**src/rtl/uart_tx_sequencer.sv**
```systemverilog
// uart_tx_sequencer: Wishbone master that drains a byte FIFO into a 16550 THR.
// It polls LSR for THRE, then bursts up to BURST_MAX bytes, so the host never has to.
module uart_tx_sequencer #(
   parameter int         FIFO_AW   = 5,
   parameter int         BURST_MAX = 16,
   parameter int         POLL_GAP  = 8,
   parameter int         TO_WIDTH  = 4,
   parameter logic [3:0] LSR_ADR   = 4'h5,
   parameter logic [3:0] THR_ADR   = 4'h0
) (
   input  logic               WBs_CLK_i,
   input  logic               WBs_RST_i,
   input  logic               Enable_i,
   input  logic [7:0]         Tx_Data_i,
   input  logic               Tx_Push_i,
   output logic               Tx_Full_o,
   output logic [FIFO_AW:0]   Tx_Level_o,
   output logic               Overflow_o,
   output logic               Bus_Err_o,
   input  logic               Err_Clr_i,
   output logic               Busy_o,
   output logic [3:0]         WBm_ADR_o,
   output logic               WBm_CYC_o,
   output logic               WBm_STB_o,
   output logic               WBm_WE_o,
   output logic [7:0]         WBm_DAT_o,
   input  logic [15:0]        WBm_DAT_i,
   input  logic               WBm_ACK_i
);

   localparam int DEPTH = 2 ** FIFO_AW;
   localparam int GAP_W = $clog2(POLL_GAP + 1);
   localparam logic [FIFO_AW:0]    DEPTH_L  = (FIFO_AW + 1)'(DEPTH);
   localparam logic [FIFO_AW:0]    BURST_L  = (FIFO_AW + 1)'(BURST_MAX);
   localparam logic [GAP_W-1:0]    GAP_LAST = GAP_W'(POLL_GAP - 1);
   localparam logic [TO_WIDTH-1:0] TO_TRIP  = TO_WIDTH'((2 ** TO_WIDTH) - 2);

   typedef enum logic [2:0] {
      S_IDLE,
      S_POLL,
      S_EVAL,
      S_WRITE,
      S_GAP
   } state_t;

   state_t              state;
   logic [7:0]          mem [DEPTH];
   logic [FIFO_AW-1:0]  wr_ptr;
   logic [FIFO_AW-1:0]  rd_ptr;
   logic [FIFO_AW:0]    level;
   logic [FIFO_AW:0]    burst_cnt;
   logic [TO_WIDTH-1:0] to_cnt;
   logic [GAP_W-1:0]    gap_cnt;
   logic                thre;
   logic                full;
   logic                push_ok;
   logic                pop;
   logic                timeout;
   logic                unused_dat;

   assign full       = (level == DEPTH_L);
   assign push_ok    = Tx_Push_i && !full;
   assign pop        = (state == S_WRITE) && WBm_STB_o && WBm_ACK_i;
   assign timeout    = WBm_STB_o && !WBm_ACK_i && (to_cnt == TO_TRIP);
   assign Tx_Full_o  = full;
   assign Tx_Level_o = level;
   assign Busy_o     = (state != S_IDLE);
   assign unused_dat = ^{WBm_DAT_i[15:6], WBm_DAT_i[4:0]};

   // FIFO storage is not reset; only the pointers define what is valid
   always_ff @(posedge WBs_CLK_i) begin
      if (push_ok) begin
         mem[wr_ptr] <= Tx_Data_i;
      end
   end

   // FIFO pointers and occupancy; a push while full is dropped even if a pop frees a slot
   always_ff @(posedge WBs_CLK_i or posedge WBs_RST_i) begin
      if (WBs_RST_i) begin
         wr_ptr <= '0;
         rd_ptr <= '0;
         level  <= '0;
      end else begin
         if (push_ok) begin
            wr_ptr <= wr_ptr + FIFO_AW'(1);
         end
         if (pop) begin
            rd_ptr <= rd_ptr + FIFO_AW'(1);
         end
         if (push_ok && !pop) begin
            level <= level + (FIFO_AW + 1)'(1);
         end else if (pop && !push_ok) begin
            level <= level - (FIFO_AW + 1)'(1);
         end
      end
   end

   // Sticky error flags; a clear wins over a same-cycle set
   always_ff @(posedge WBs_CLK_i or posedge WBs_RST_i) begin
      if (WBs_RST_i) begin
         Overflow_o <= 1'b0;
         Bus_Err_o  <= 1'b0;
      end else if (Err_Clr_i) begin
         Overflow_o <= 1'b0;
         Bus_Err_o  <= 1'b0;
      end else begin
         if (Tx_Push_i && full) begin
            Overflow_o <= 1'b1;
         end
         if (timeout) begin
            Bus_Err_o <= 1'b1;
         end
      end
   end

   // Sequencer: every bus cycle is followed by at least one idle cycle, and each strobe is timeout-guarded
   always_ff @(posedge WBs_CLK_i or posedge WBs_RST_i) begin
      if (WBs_RST_i) begin
         state     <= S_IDLE;
         WBm_CYC_o <= 1'b0;
         WBm_STB_o <= 1'b0;
         WBm_WE_o  <= 1'b0;
         WBm_ADR_o <= '0;
         WBm_DAT_o <= '0;
         thre      <= 1'b0;
         burst_cnt <= '0;
         to_cnt    <= '0;
         gap_cnt   <= '0;
      end else begin
         case (state)
            S_IDLE: begin
               if (Enable_i && (level != '0)) begin
                  state     <= S_POLL;
                  WBm_CYC_o <= 1'b1;
                  WBm_STB_o <= 1'b1;
                  WBm_WE_o  <= 1'b0;
                  WBm_ADR_o <= LSR_ADR;
                  to_cnt    <= '0;
               end
            end
            S_POLL: begin
               if (WBm_ACK_i) begin
                  thre      <= WBm_DAT_i[5];
                  WBm_CYC_o <= 1'b0;
                  WBm_STB_o <= 1'b0;
                  state     <= S_EVAL;
               end else if (timeout) begin
                  WBm_CYC_o <= 1'b0;
                  WBm_STB_o <= 1'b0;
                  state     <= S_IDLE;
               end else begin
                  to_cnt <= to_cnt + TO_WIDTH'(1);
               end
            end
            S_EVAL: begin
               if (!Enable_i || (level == '0)) begin
                  state <= S_IDLE;
               end else if (thre) begin
                  burst_cnt <= (level > BURST_L) ? BURST_L : level;
                  WBm_CYC_o <= 1'b1;
                  WBm_STB_o <= 1'b1;
                  WBm_WE_o  <= 1'b1;
                  WBm_ADR_o <= THR_ADR;
                  WBm_DAT_o <= mem[rd_ptr];
                  to_cnt    <= '0;
                  state     <= S_WRITE;
               end else begin
                  gap_cnt <= '0;
                  state   <= S_GAP;
               end
            end
            S_WRITE: begin
               if (WBm_STB_o) begin
                  if (WBm_ACK_i) begin
                     WBm_CYC_o <= 1'b0;
                     WBm_STB_o <= 1'b0;
                     WBm_WE_o  <= 1'b0;
                     burst_cnt <= burst_cnt - (FIFO_AW + 1)'(1);
                  end else if (timeout) begin
                     WBm_CYC_o <= 1'b0;
                     WBm_STB_o <= 1'b0;
                     WBm_WE_o  <= 1'b0;
                     state     <= S_IDLE;
                  end else begin
                     to_cnt <= to_cnt + TO_WIDTH'(1);
                  end
               end else if ((burst_cnt == '0) || (level == '0) || !Enable_i) begin
                  if (Enable_i && (level != '0)) begin
                     WBm_CYC_o <= 1'b1;
                     WBm_STB_o <= 1'b1;
                     WBm_WE_o  <= 1'b0;
                     WBm_ADR_o <= LSR_ADR;
                     to_cnt    <= '0;
                     state     <= S_POLL;
                  end else begin
                     state <= S_IDLE;
                  end
               end else begin
                  WBm_CYC_o <= 1'b1;
                  WBm_STB_o <= 1'b1;
                  WBm_WE_o  <= 1'b1;
                  WBm_ADR_o <= THR_ADR;
                  WBm_DAT_o <= mem[rd_ptr];
                  to_cnt    <= '0;
               end
            end
            S_GAP: begin
               if (gap_cnt == GAP_LAST) begin
                  if (Enable_i) begin
                     WBm_CYC_o <= 1'b1;
                     WBm_STB_o <= 1'b1;
                     WBm_WE_o  <= 1'b0;
                     WBm_ADR_o <= LSR_ADR;
                     to_cnt    <= '0;
                     state     <= S_POLL;
                  end else begin
                     state <= S_IDLE;
                  end
               end else begin
                  gap_cnt <= gap_cnt + GAP_W'(1);
               end
            end
            default: begin
               state <= S_IDLE;
            end
         endcase
      end
   end

endmodule

```
**config.mk**
```make
export PLATFORM = sky130hd
export DESIGN_NAME = uart_tx_sequencer
export DESIGN_NICKNAME = d
export VERILOG_FILES = /design/src/rtl/uart_tx_sequencer.sv
export SDC_FILE = /design/constraint.sdc
export NUM_CORES = 1
export LEC_CHECK = 0
export ABC_AREA = 1
export CAP_MARGIN = 20
export CORE_MARGIN = 2
export CORE_UTILIZATION = 54
export CTS_CLUSTER_DIAMETER = 150
export DETAILED_ROUTE_END_ITERATION = 7
export HOLD_SLACK_MARGIN = 0.05
export PLACE_DENSITY = 0.75
export RECOVER_POWER = 25
export SYNTH_ARGS = -nofsm -noshare
export SYNTH_HDL_FRONTEND = slang
export SYNTH_SLANG_ARGS = --single-unit
```
**constraint.sdc**
```tcl
create_clock -name WBs_CLK_i -period 2.4 [get_ports WBs_CLK_i]
set_input_delay 0.36 -clock WBs_CLK_i [delete_from_list [all_inputs] [get_ports WBs_CLK_i]]
set_output_delay 0.36 -clock WBs_CLK_i [all_outputs]
set_load 0.02 [all_outputs]
```
==> flow_summary.yaml, run 1 <==
outcome:
  outcome: "finished with violations"
  violations: "capacitance limit, slew limit"
route:
  vias: 9968
  drtAntennaViolNets: 0
  via_per_inst: 5.39
  drt_wl_total_um: 31300
  drcViolationCount: 0
  firstDrtPassIters: 6
  dr.first_iter.drc_count: 1061
  wl_per_cell_um: 17.0
worst_setup_path:
  r2r-end: "Tx_Level_o[3]"
  critPathBufInv: 2
  rr_worst_depth: 12
  r2r_setup_slack_ns: 0.17
  cpPeakStageDelay_ns: 0.48
  crit_arrival_ns: 1.97
  worstSetupEndpointType: "output pin"
  crit_fanout: 5
  cp_top_family: "buffers and inverters"
  critPathSlowestCell: "dfrtp_2"
  crit_type: "reg2out"
  path_cells: "nor2_4 -> nand2_2 -> nor3b_4 -> buf_4 -> dlygate4sd2_1"
  r2r_start: "state[0]"
  crit_required_ns: 2.04
  cp-start-kind: "flop"
global_routing:
  grt_pass1_vias: 9554
  grt_usage_pct: 23.9
  grt_max_degree: 70
  grt_pass1_wl_um: 50000
  antenna_found_initial: 0
  grt_overflow: 0
synth:
  synth_edf_count: 256
  synth_top_area_share_pct: 55.4
  postSynthCellCount: 1412
  synth.avg_cell_area_um2: 9.83
  synth_top_cell_by_area: "edfxtp_1"
  synth-seq-cells: 307
  yosysMostFrequentCell: "nand2_1"
  synth_commonest_cells: "480 x nand2_1, 256 x edfxtp_1, 194 x nand3_1"
  synthTopCellsByArea: "edfxtp_1 55%, nand2_1 13%, dfrtp_1 9.2%"
  synth_area_mm2: 0.0139
  synth-seq-area-share_pct: 64.6
  synth_warnings: 0
  yosys_most_used_dff: "edfxtp_1"
  async_reset_ff_share_pct: 16.6
  ys_types: 40
  synth_nets: 1457
run:
  maxCapViolations: 6
clocking:
  numCtsBuffers: 31
  clock-sinks: 307
  clk-insertion-delay-late_ns: 0.57
  clockBufferDepth: 3
  cts_tree: "done"
  clk_pin_slew_ns: 0.06
  htreeDepth: 1
  cts_root_buf: "clkbuf_16"
  post-cts-setup-buffer-count: 0
  hold_buffers: 0
timing:
  drv_slew: 198
  max_slew_margin_pct: -21.5
  rsz0062_at_grt: "no"
  whs_ns: 0.312
  skew_ns: 0.0216
  final.setup.tns_ns: 0
  max_freq_mhz: 430
  setup_violations: 0
  worstMarginPinSlew_ns: 1.82
  finalCritPeriodShare_pct: 96.9
  min_period_ns: 2.33
  final_hold_viol_count: 0
cells_and_area:
  drive_above_1_share_pct: 9.81
  fin_nets: 1539
  antennaDiodeCount: 0
  fin_util_pct: 63.8
  area_growth_pct: 15.8
power_and_ir_drop:
  p_leak_nw: 6.82
  ir_worst_vdd_mv: 0.775
  total_power_mw: 18.2
  power_density_mw_per_mm2: 1130
floorplanning:
  core_area_mm2: 0.0252
  ios: 55
  die_w_um: 164
  initial_core_util_pct: 55.1
  dieArea_mm2: 0.0270
  placementRows: 58
  die_h_um: 164
placement:
  io_buffers: 39
  place_hpwl_um: 20100
  gp_congestion: 0.887
min_path:
  hp-class: "in2async"
[worst max path at each step]
stage                       start             to  slack, ns  depth (start not counted)
floorplan           Tx_Level_o[3]  Tx_Level_o[3]      -0.02                         12
global placement        Tx_Push_i  Tx_Level_o[4]       0.08                         11
detailed placement      Tx_Push_i     mem[16][2]       0.10                          7
CTS                      state[1]         Busy_o       0.03                          4
global route        Tx_Level_o[3]      Tx_Full_o       0.03                          5
finish              Tx_Level_o[3]      Tx_Full_o       0.07                          5
[routing by layer]
layer	global-route usage [%]	routed length [µm]	up-vias
li1	-	-	4798
met1	32.6	12800	4691
met2	40.6	15500	409
met3	2.95	2290	70
met4	6.90	775	0
met5	0	0	-
[final cells by class]
cell class	count	area (µm²)
Tap cell	330	413
Fill cell	1926	9110
Clock buffer	40	840
Multi-Input combinational cell	880	4130
Timing Repair Buffer	101	886
Inverter	173	659
Clock inverter	18	174
Sequential cell	307	8970
[where the power goes]
group | switching, mW | total [mW] | internal, mW
logic | 4.31 | 6.51 | 2.20
registers | 0.548 | 6.93 | 6.38
clock network | 1.99 | 4.78 | 2.79
total | 6.85 | 18.2 | 11.4
[placed cells by master (no fill, tap or decap), types with 4 or more instances in the layout]
cell	n
nand2_1	479
clkdlybuf4s50_1	30
o21ai_0	20
xor2_1	10
o21ai_1	7
nand4_1	8
nor2_1	73
clkbuf_1	15
dfrtp_1	44
nand2_2	7
clkinv_2	9
inv_1	161
nor2_4	5
a21oi_1	31
clkinv_1	6
dlygate4sd3_1	7
buf_4	48
xnor2_1	4
clkbuf_16	31
ha_4	4
dfrtp_2	6
ha_1	10
inv_2	6
buf_12	5
nand3_1	194
edfxtp_1	256
[through the flow]
step / setup WS, ns / cells / cell area (µm²)
after floorplan: -0.0208 / 1412 / 14000
after global placement: 0.0770 / 1791 / 15100
after detailed placement: 0.104 / 1791 / 15100
after CTS: 0.0281 / 1849 / 16100
after global routing: 0.0251 / 1849 / 16100
final: 0.0736 / 1849 / 16100
[state kept, by name (all words and copies together) (netlist names), 5 cells and up]
name	cells
rd_ptr	5
wr_ptr	5
Tx_Level_o	6
burst_cnt	6
WBm_DAT_o	8
mem	256
[cells by family after synthesis]
family,synth area share [%]
simple gates,24.3
flops,64.6
buf+inv,6.31
compound gates,2.57
fa+ha+maj,1.41
xor+xnor,0.883
[timing repair]
action | 4_1_cts | 5_1_grt
endpoints found under the setup margin | 1 | 4
endpoints found under the hold margin | 0 | 0
gates resized for setup | 1 | 2
(Power assumes the default switching activity.)
==> run 2: changes to the inputs <==
Settings changed: CAP_MARGIN 20 to not set, CORE_ASPECT_RATIO set to 2.
==> run 2 against run 1 <==
Net effect:
- the run still ends with capacitance limit, slew limit left
- sequential power is 0.9% lower
- core utilization shrank 1.0 points
- largest power group unchanged
- combinational power is essentially flat
- critical endpoint unchanged
- cell area shrank 0.58%
- cell count down 0.11%
- setup slack improved by 0.027 ns
- clock-buffer cell count is 11 lower
==> flow_summary.yaml, run 2 (same netlist as run 1, synthesis figures left out) <==
cells_and_area:
  area_growth_pct: 15.1
  antennaDiodeCount: 0
  final_cell_area_mm2: 0.0160
  largest_reg_flops: 256
  final_common_cell: "nand2_1"
  drive_above_1_share_pct: 9.49
  layout_common_cells: "479 x nand2_1, 256 x edfxtp_1, 194 x nand3_1"
  regMostFlops: "mem"
  layout.cells.non_filler: 1847
  fin_nets: 1533
  reg_top3: "mem: 256 flops, WBm_DAT_o: 8 flops"
timing:
  max_freq_mhz: 435
  rsz0062_at_grt: "no"
  worstMarginPinSlew_ns: 1.82
  skew_ns: 0.0125
  max_slew_margin_pct: -21.1
  final.setup.tns_ns: 0
  final_hold_viol_count: 0
  setup_violations: 0
  min_period_ns: 2.30
  finalCritPeriodShare_pct: 95.8
  drv_slew: 99
route:
  drtAntennaViolNets: 0
  wl_per_cell_um: 16.9
  dr.first_iter.drc_count: 947
  vias: 9852
  drcViolationCount: 0
  drt_wl_total_um: 31300
  firstDrtPassIters: 7
  via_per_inst: 5.33
worst_setup_path:
  crit_arrival_ns: 1.94
  crit_type: "reg2out"
  cpPeakStageDelay_ns: 0.49
  cp-start-kind: "flop"
  crit_fanout: 6
  worstSetupEndpointType: "output pin"
  critPathSlowestCell: "dfrtp_2"
  path_cells: "nor2_4 -> nand2_2 -> nor3b_4 -> buf_4 -> dlygate4sd2_1"
  crit_required_ns: 2.04
clocking:
  clock-sinks: 307
  numCtsBuffers: 26
  clockBufferDepth: 3
  cts_root_buf: "clkbuf_16"
  clk_pin_slew_ns: 0.06
  post-cts-setup-buffer-count: 0
  htreeDepth: 1
  cts_tree: "done"
  clk-insertion-delay-late_ns: 0.55
outcome:
  outcome: "finished with violations"
  violations: "capacitance limit, slew limit"
global_routing:
  antenna_found_initial: 0
  grt_max_degree: 81
  grt_usage_pct: 23.3
  grt_pass1_wl_um: 49700
  grt_pass1_vias: 9508
  grt_overflow: 0
floorplanning:
  initial_core_util_pct: 54.6
  dieArea_mm2: 0.0271
  die_h_um: 231
  die_w_um: 117
  ios: 55
  placementRows: 83
  core_area_mm2: 0.0254
power_and_ir_drop:
  p_leak_nw: 6.77
  ir_worst_vdd_mv: 0.958
  total_power_mw: 18.0
  power_density_mw_per_mm2: 1120
placement:
  io_buffers: 39
  gp_congestion: 0.902
  place_area_mm2: 0.0151
  place_hpwl_um: 20300
  placedCellCount: 1800
min_path:
  hp-class: "in2reg"
run:
  maxCapViolations: 3
[run 2: power breakdown]
part / switching [mW] / internal (mW)
Sequential: 0.491 / 6.38
Combinational: 4.35 / 2.15
Clock: 1.90 / 2.71
[run 2: critical path: cells and delay by family (launching register included)]
family                 cells  cell delay (ns)
flip-flops                 1             0.49
AND/OR/NAND/NOR            3             0.42
buffers and inverters      2             0.49
[run 2: area by class of cell]
cell class / count / area [µm²]
Multi-Input combinational cell: 880 / 4130
Sequential cell: 307 / 8970
Clock inverter: 18 / 253
Inverter: 173 / 659
Fill cell: 2033 / 9470
Clock buffer: 29 / 683
Timing Repair Buffer: 100 / 858
Tap cell: 340 / 425
[run 2: metrics by stage]
step	utilization, %	setup WS (ns)	hold slack, ns
2_1_floorplan	-	-0.0208	0.423
3_3_place_gp	59.2	0.0456	0.482
3_5_place_dp	59.2	-0.00557	0.490
4_1_cts	62.9	0.0147	0.344
5_1_grt	62.8	0.0264	0.399
6_report	62.8	0.101	0.379
[run 2: layer usage]
metal	wire length (µm)	track usage, %	up-vias
met5	0	0	-
met4	1030	9.26	0
met3	2090	2.59	63
met2	15400	39.2	385
met1	12800	31.1	4635
li1	-	-	4769
[run 2: path summary, 6_finish.rpt]
check	start	end	slack (ns)	depth (start not counted)
worst min register to register	WBm_ADR_o[3]	WBm_ADR_o[3]	0.50	2
worst min-delay path	Err_Clr_i	Bus_Err_o	0.38	2
worst max-delay path	Tx_Level_o[1]	Tx_Full_o	0.10	5
min in group asynchronous	WBs_RST_i	to_cnt[3]	0.71	3
worst max register to register	Tx_Level_o[1]	Tx_Level_o[4]	0.21	12
max in group asynchronous	WBs_RST_i	rd_ptr[0]	0.71	3
[run 2: repair_timing]
action | CTS | global route
hold endpoints to repair | 0 | 0
resized for setup | 1 | 1
setup endpoints to repair | 1 | 1
hold buffers | 0 | 0
==> edit 1, RTL diff (flow settings as in run 2) <==
Encoding of `state_t`: now one-hot (5 bits for 5 states).
--- a/src/rtl/uart_tx_sequencer.sv
+++ b/src/rtl/uart_tx_sequencer.sv
@@ -36,10 +36,10 @@
    localparam logic [TO_WIDTH-1:0] TO_TRIP  = TO_WIDTH'((2 ** TO_WIDTH) - 2);
 
-   typedef enum logic [2:0] {
-      S_IDLE,
-      S_POLL,
-      S_EVAL,
-      S_WRITE,
-      S_GAP
+   typedef enum logic [4:0] {
+      S_IDLE  = 5'b00001,
+      S_POLL  = 5'b00010,
+      S_EVAL  = 5'b00100,
+      S_WRITE = 5'b01000,
+      S_GAP   = 5'b10000
    } state_t;
 
Check against the original RTL: same outputs for any inputs over 4 cycles, from zero or initial values and one cycle with WBs_RST_i high; so few cycles prove little.
==> edit 1 against run 2 <==
The run still ends with max-capacitance violations, max-slew violations left; register-to-register slack worse by 0.03 ns; total power down 16%; synthesized cell count down 11%; area after synthesis down 3.4%; routed wire length down 2.0%; final cell count down 8.5%; die area down 3.3%; sequential cell count up 2; worst setup slack worse by 0.0073 ns; critical path depth down 1; global-route usage up 0.90 points; final area down 3.1%; largest cell class unchanged.
==> edit 1: results (changes against run 2) <==
CP endpoint=Busy_o (was Tx_Full_o); DR pass1 iterations=6 (was 7); first-pass GRT wire length=47900 um (was 49700 um); layout cell share with drive strength beyond 1=0.111 (was 0.0949); proportion of synthesized flip-flops having asynchronous set or reset=0.172 (was 0.166); Starting DRT DRC Count=754 (was 947); maximum number of pins on one net before global-route repair=86 (was 81); Max VDD drop=0.000672 V (was 0.000958 V); result of the run=finished with violations (unchanged); register-to-register setup slack=0.18 ns (was 0.21 ns); number of cell instances on the worst register-to-register path=9 (was 12); FF-to-FF End=WBm_DAT_o[7] (was Tx_Level_o[4]); sum of net half-perimeters after detailed placement=20000 um (was 20300 um); worst reg2reg startpoint=rd_ptr[0] (was Tx_Level_o[1]); critical path's largest stage delay=0.56 ns (was 0.49 ns); Maximum Capacitance Violations=6 (was 3); biggest fanout along the worst timing path=5 (was 6); LEAKAGE=5.84 nW (was 6.77 nW); final count of pins violating max slew=198 (was 99); maximum level of the CTS H-tree=1 (unchanged); GRT Resource Usage Total=0.242 (was 0.233); failing checks=max-capacitance violations, max-slew violations (unchanged); Routed wire per std cell=18.1 um (was 16.9 um); Hold Worst Slack=0.380 ns (was 0.379 ns); setup clock skew after layout=0.0209 ns (was 0.0125 ns); sequential cell area fraction in the yosys report=0.672 (was 0.646); filler cell count in the final layout=1906 (was 2033); slew of the pin with the lowest slew margin=1.67 ns (was 1.82 ns); cells taking the most area after synthesis=sky130_fd_sc_hd__edfxtp_1 57%, sky130_fd_sc_hd__dfrtp_1 9.7%, sky130_fd_sc_hd__nand2_1 7.3%, sky130_fd_sc_hd__nor2_1 6.1%, sky130_fd_sc_hd__nand3_1 4.9% (was sky130_fd_sc_hd__edfxtp_1 55%, sky130_fd_sc_hd__nand2_1 13%, sky130_fd_sc_hd__dfrtp_1 9.2%, sky130_fd_sc_hd__nand3_1 7.0%, sky130_fd_sc_hd__inv_1 4.4%); launching instance or port of the critical path=state[0] (was Tx_Level_o[1])
edit 1: changes by cell type after synthesis, moves of 10 or more:
cell / delta
sky130_fd_sc_hd__nand2_1: -221
sky130_fd_sc_hd__inv_1: -120
sky130_fd_sc_hd__o211ai_1: +10
sky130_fd_sc_hd__o21ai_0: +83
sky130_fd_sc_hd__nor2_1: +143
sky130_fd_sc_hd__nand3_1: -64
edit 1: metrics by stage:
| stage | area, sq um | std cells | power, W | setup WS, ns |
|---|---|---|---|---|
| 5_1_grt | 15500 | 1690 | 0.0159 | 0.00696 |
| 6_report | 15500 | 1690 | 0.0151 | 0.0932 |
| 4_1_cts | 15500 | 1689 | 0.0152 | 0.0591 |
| 3_5_place_dp | 14600 | 1641 | 0.0107 | -0.00706 |
| 2_1_floorplan | 13400 | 1254 | 0.00922 | 0.0177 |
| 3_3_place_gp | 14600 | 1641 | 0.0105 | 0.0378 |
edit 1: how the worst min path moves through the flow:
stage,from,to
2_1_floorplan,Err_Clr_i,Bus_Err_o
4_1_cts,WBs_RST_i,WBm_ADR_o[3]
3_3_place_gp,WBm_DAT_o[6],WBm_DAT_o[6]
6_report,Err_Clr_i,Overflow_o
3_5_place_dp,WBm_DAT_o[4],WBm_DAT_o[4]
5_1_grt,Err_Clr_i,Overflow_o
edit 1: cells by family after synthesis:
logic type | after synthesis | share of synthesized area
XOR/XNOR | 15 | 0.00980
AND/OR/NAND/NOR | 646 | 0.206
buffers and inverters | 107 | 0.0331
flip-flops | 309 | 0.672
adder cells (fa/ha/maj) | 15 | 0.0146
AO/OA/AOI/OAI | 162 | 0.0646
edit 1: repair_timing:
action	4_1_cts	5_1_grt
resized for setup	2	6
buffers inserted	0	1
pin swaps	0	2
hold endpoints to repair	0	0
endpoints found under the setup margin	2	4
edit 1: per-layer routing:
| layer | routed length (um) | global-route usage |
|---|---|---|
| met1 | 10500 | 0.256 |
| met2 | 17100 | 0.459 |
| met3 | 1520 | 0.0257 |
| met4 | 1470 | 0.124 |
| met5 | 0 | 0 |
edit 1: cell type report:
cell class,instances,area share
flip-flops and latches,309,0.582
multi-input cells,838,0.257
repair buffers,107,0.0594
clock buffers,31,0.0432
well taps,332,0.0268
clock inverters,17,0.0169
inverters,56,0.0140
edit 1: report_power, final:
group	internal [W]	switching, W
logic	0.00136	0.00246
clock network	0.00266	0.00189
registers	0.00641	0.000364
total	0.0104	0.00471
==> edit 2, RTL diff (config.mk and constraints of run 2) <==
Made on the original files. Change the parameter `POLL_GAP` from 8 to 16.
--- a/src/rtl/uart_tx_sequencer.sv
+++ b/src/rtl/uart_tx_sequencer.sv
@@ -4,5 +4,5 @@
    parameter int         FIFO_AW   = 5,
    parameter int         BURST_MAX = 16,
-   parameter int         POLL_GAP  = 8,
+   parameter int         POLL_GAP  = 16,
    parameter int         TO_WIDTH  = 4,
    parameter logic [3:0] LSR_ADR   = 4'h5,
Formal check against the unedited RTL: no difference found for any inputs over 4 cycles, from zero or initial values and one cycle with WBs_RST_i high; that may be too few to reach the edited logic, so the function may still have changed.
==> edit 2 against run 2 <==
The run still ends with max-capacitance violations, max-slew violations left; final area decreased by 0.99%; routed wire length up 3.3%; sequential cell count is 1 higher; sequential share of layout area is 0.73 points higher; count of clock-buffer cells in the layout up 5; core utilization increased by 0.13 points; worst setup slack got worse by 0.035 ns; non-clock buffer count increased by 3; sequential power about the same; area after synthesis fell by 0.56%; via count shrank 0.99%; total power down 3.3%; clock skew is essentially flat; largest power group unchanged; highest routed layer unchanged.
==> edit 2: results (changes against run 2) <==
register-to-register setup slack=0.14 ns (was 0.21 ns); DR pass1 iterations=5 (was 7); failing checks=max-capacitance violations, max-slew violations (unchanged); first-pass GRT wire length=50600 um (was 49700 um); number of global-route vias before repair=9726 (was 9508); Hold Worst Slack=0.390 ns (was 0.379 ns); count of nets after finishing=1530 (was 1533); maximum number of pins on one net before global-route repair=74 (was 81); metal1 wirelength=11000 um (was 12800 um); sequential cell area fraction in the yosys report=0.651 (was 0.646); final count of pins violating max slew=198 (was 99); placed inst area=15000 sq um (was 15100 sq um); LEAKAGE=6.70 nW (was 6.77 nW); instance count of the mapped netlist=1405 (was 1412); setup clock skew after layout=0.0122 ns (was 0.0125 ns); Vias per Instance=5.31 (was 5.33); Routed wire per std cell=17.6 um (was 16.9 um); critical path data arrival time=1.97 ns (was 1.94 ns); Cell variety after synth=39 (was 40); Post-Place Worst Slack=0.0409 ns (was -0.00557 ns); worst reg2reg startpoint=state[2] (was Tx_Level_o[1]); end point of the most critical hold path=Overflow_o (was Bus_Err_o); launching instance or port of the critical path=state[1] (was Tx_Level_o[1]); critical path's largest stage delay=0.56 ns (was 0.49 ns); part of the power in registers=0.395 (was 0.382); met3 WL post-DR=1430 um (was 2090 um); filler cell count in the final layout=1955 (was 2033); count of placed standard cells in the final layout, fillers left out=1838 (was 1847); detailed-routed wire length on met2=18000 um (was 15400 um); Maximum Capacitance Violations=6 (was 3); number of cell instances on the worst register-to-register path=13 (was 12); result of the run=finished with violations (unchanged); GRT Resource Usage Total=0.251 (was 0.233); total clock buffers created by CTS=25 (was 26); FF-to-FF End=Tx_Level_o[3] (was Tx_Level_o[4]); die outline width=117 um (about the same); leading post-synthesis cells by instance count=474 x sky130_fd_sc_hd__nand2_1, 256 x sky130_fd_sc_hd__edfxtp_1, 194 x sky130_fd_sc_hd__nand3_1 (was 480 x sky130_fd_sc_hd__nand2_1, 256 x sky130_fd_sc_hd__edfxtp_1, 194 x sky130_fd_sc_hd__nand3_1); family with the most delay on the worst path=buffers and inverters (was flip-flops)
-- edit 2: changes by cell type in the layout (fill, tap and decap cells not counted), moves of 4 or more --
| cell | run 2 | this run |
|---|---|---|
| sky130_fd_sc_hd__clkbuf_8 | 0 | 6 |
| sky130_fd_sc_hd__nand2_1 | 479 | 473 |
| sky130_fd_sc_hd__nor2_1 | 73 | 79 |
| sky130_fd_sc_hd__bufinv_16 | 6 | 1 |
| sky130_fd_sc_hd__nand4_1 | 8 | 4 |
| sky130_fd_sc_hd__o21ai_0 | 20 | 24 |
-- edit 2: final cells by class --
cell class | instances | area [sq um] | area share
inverters | 170 | 646 | 0.0408
repair buffers | 103 | 895 | 0.0566
flip-flops and latches | 308 | 9000 | 0.569
clock inverters | 11 | 100 | 0.00633
well taps | 336 | 420 | 0.0266
multi-input cells | 876 | 4040 | 0.255
clock buffers | 34 | 719 | 0.0455
-- edit 2: worst max path at each step --
stage                          endpoint  slack (ns)  depth (start not counted)
after floorplan           Tx_Level_o[3]       -0.01                         12
after global placement    Tx_Level_o[4]        0.06                         11
after detailed placement     mem[25][4]        0.04                          7
after CTS                     Tx_Full_o        0.06                          5
after global routing      Tx_Level_o[5]       0.005                         17
final                            Busy_o        0.07                          3
-- edit 2: metal layers --
layer | vias up | track usage
li1 | 4748 | -
met1 | 4600 | 0.265
met2 | 312 | 0.469
met3 | 94 | 0.0240
met4 | 0 | 0.139
met5 | - | 0
-- edit 2: logic make-up (layout without fill, tap and decap cells) --
kind of cell | after synthesis | in the layout | synth area share
compound gates | 75 | 75 | 0.0301
xor+xnor | 13 | 13 | 0.00825
flops | 308 | 308 | 0.651
buf+inv | 221 | 318 | 0.0615
simple gates | 772 | 772 | 0.234
fa+ha+maj | 16 | 16 | 0.0150
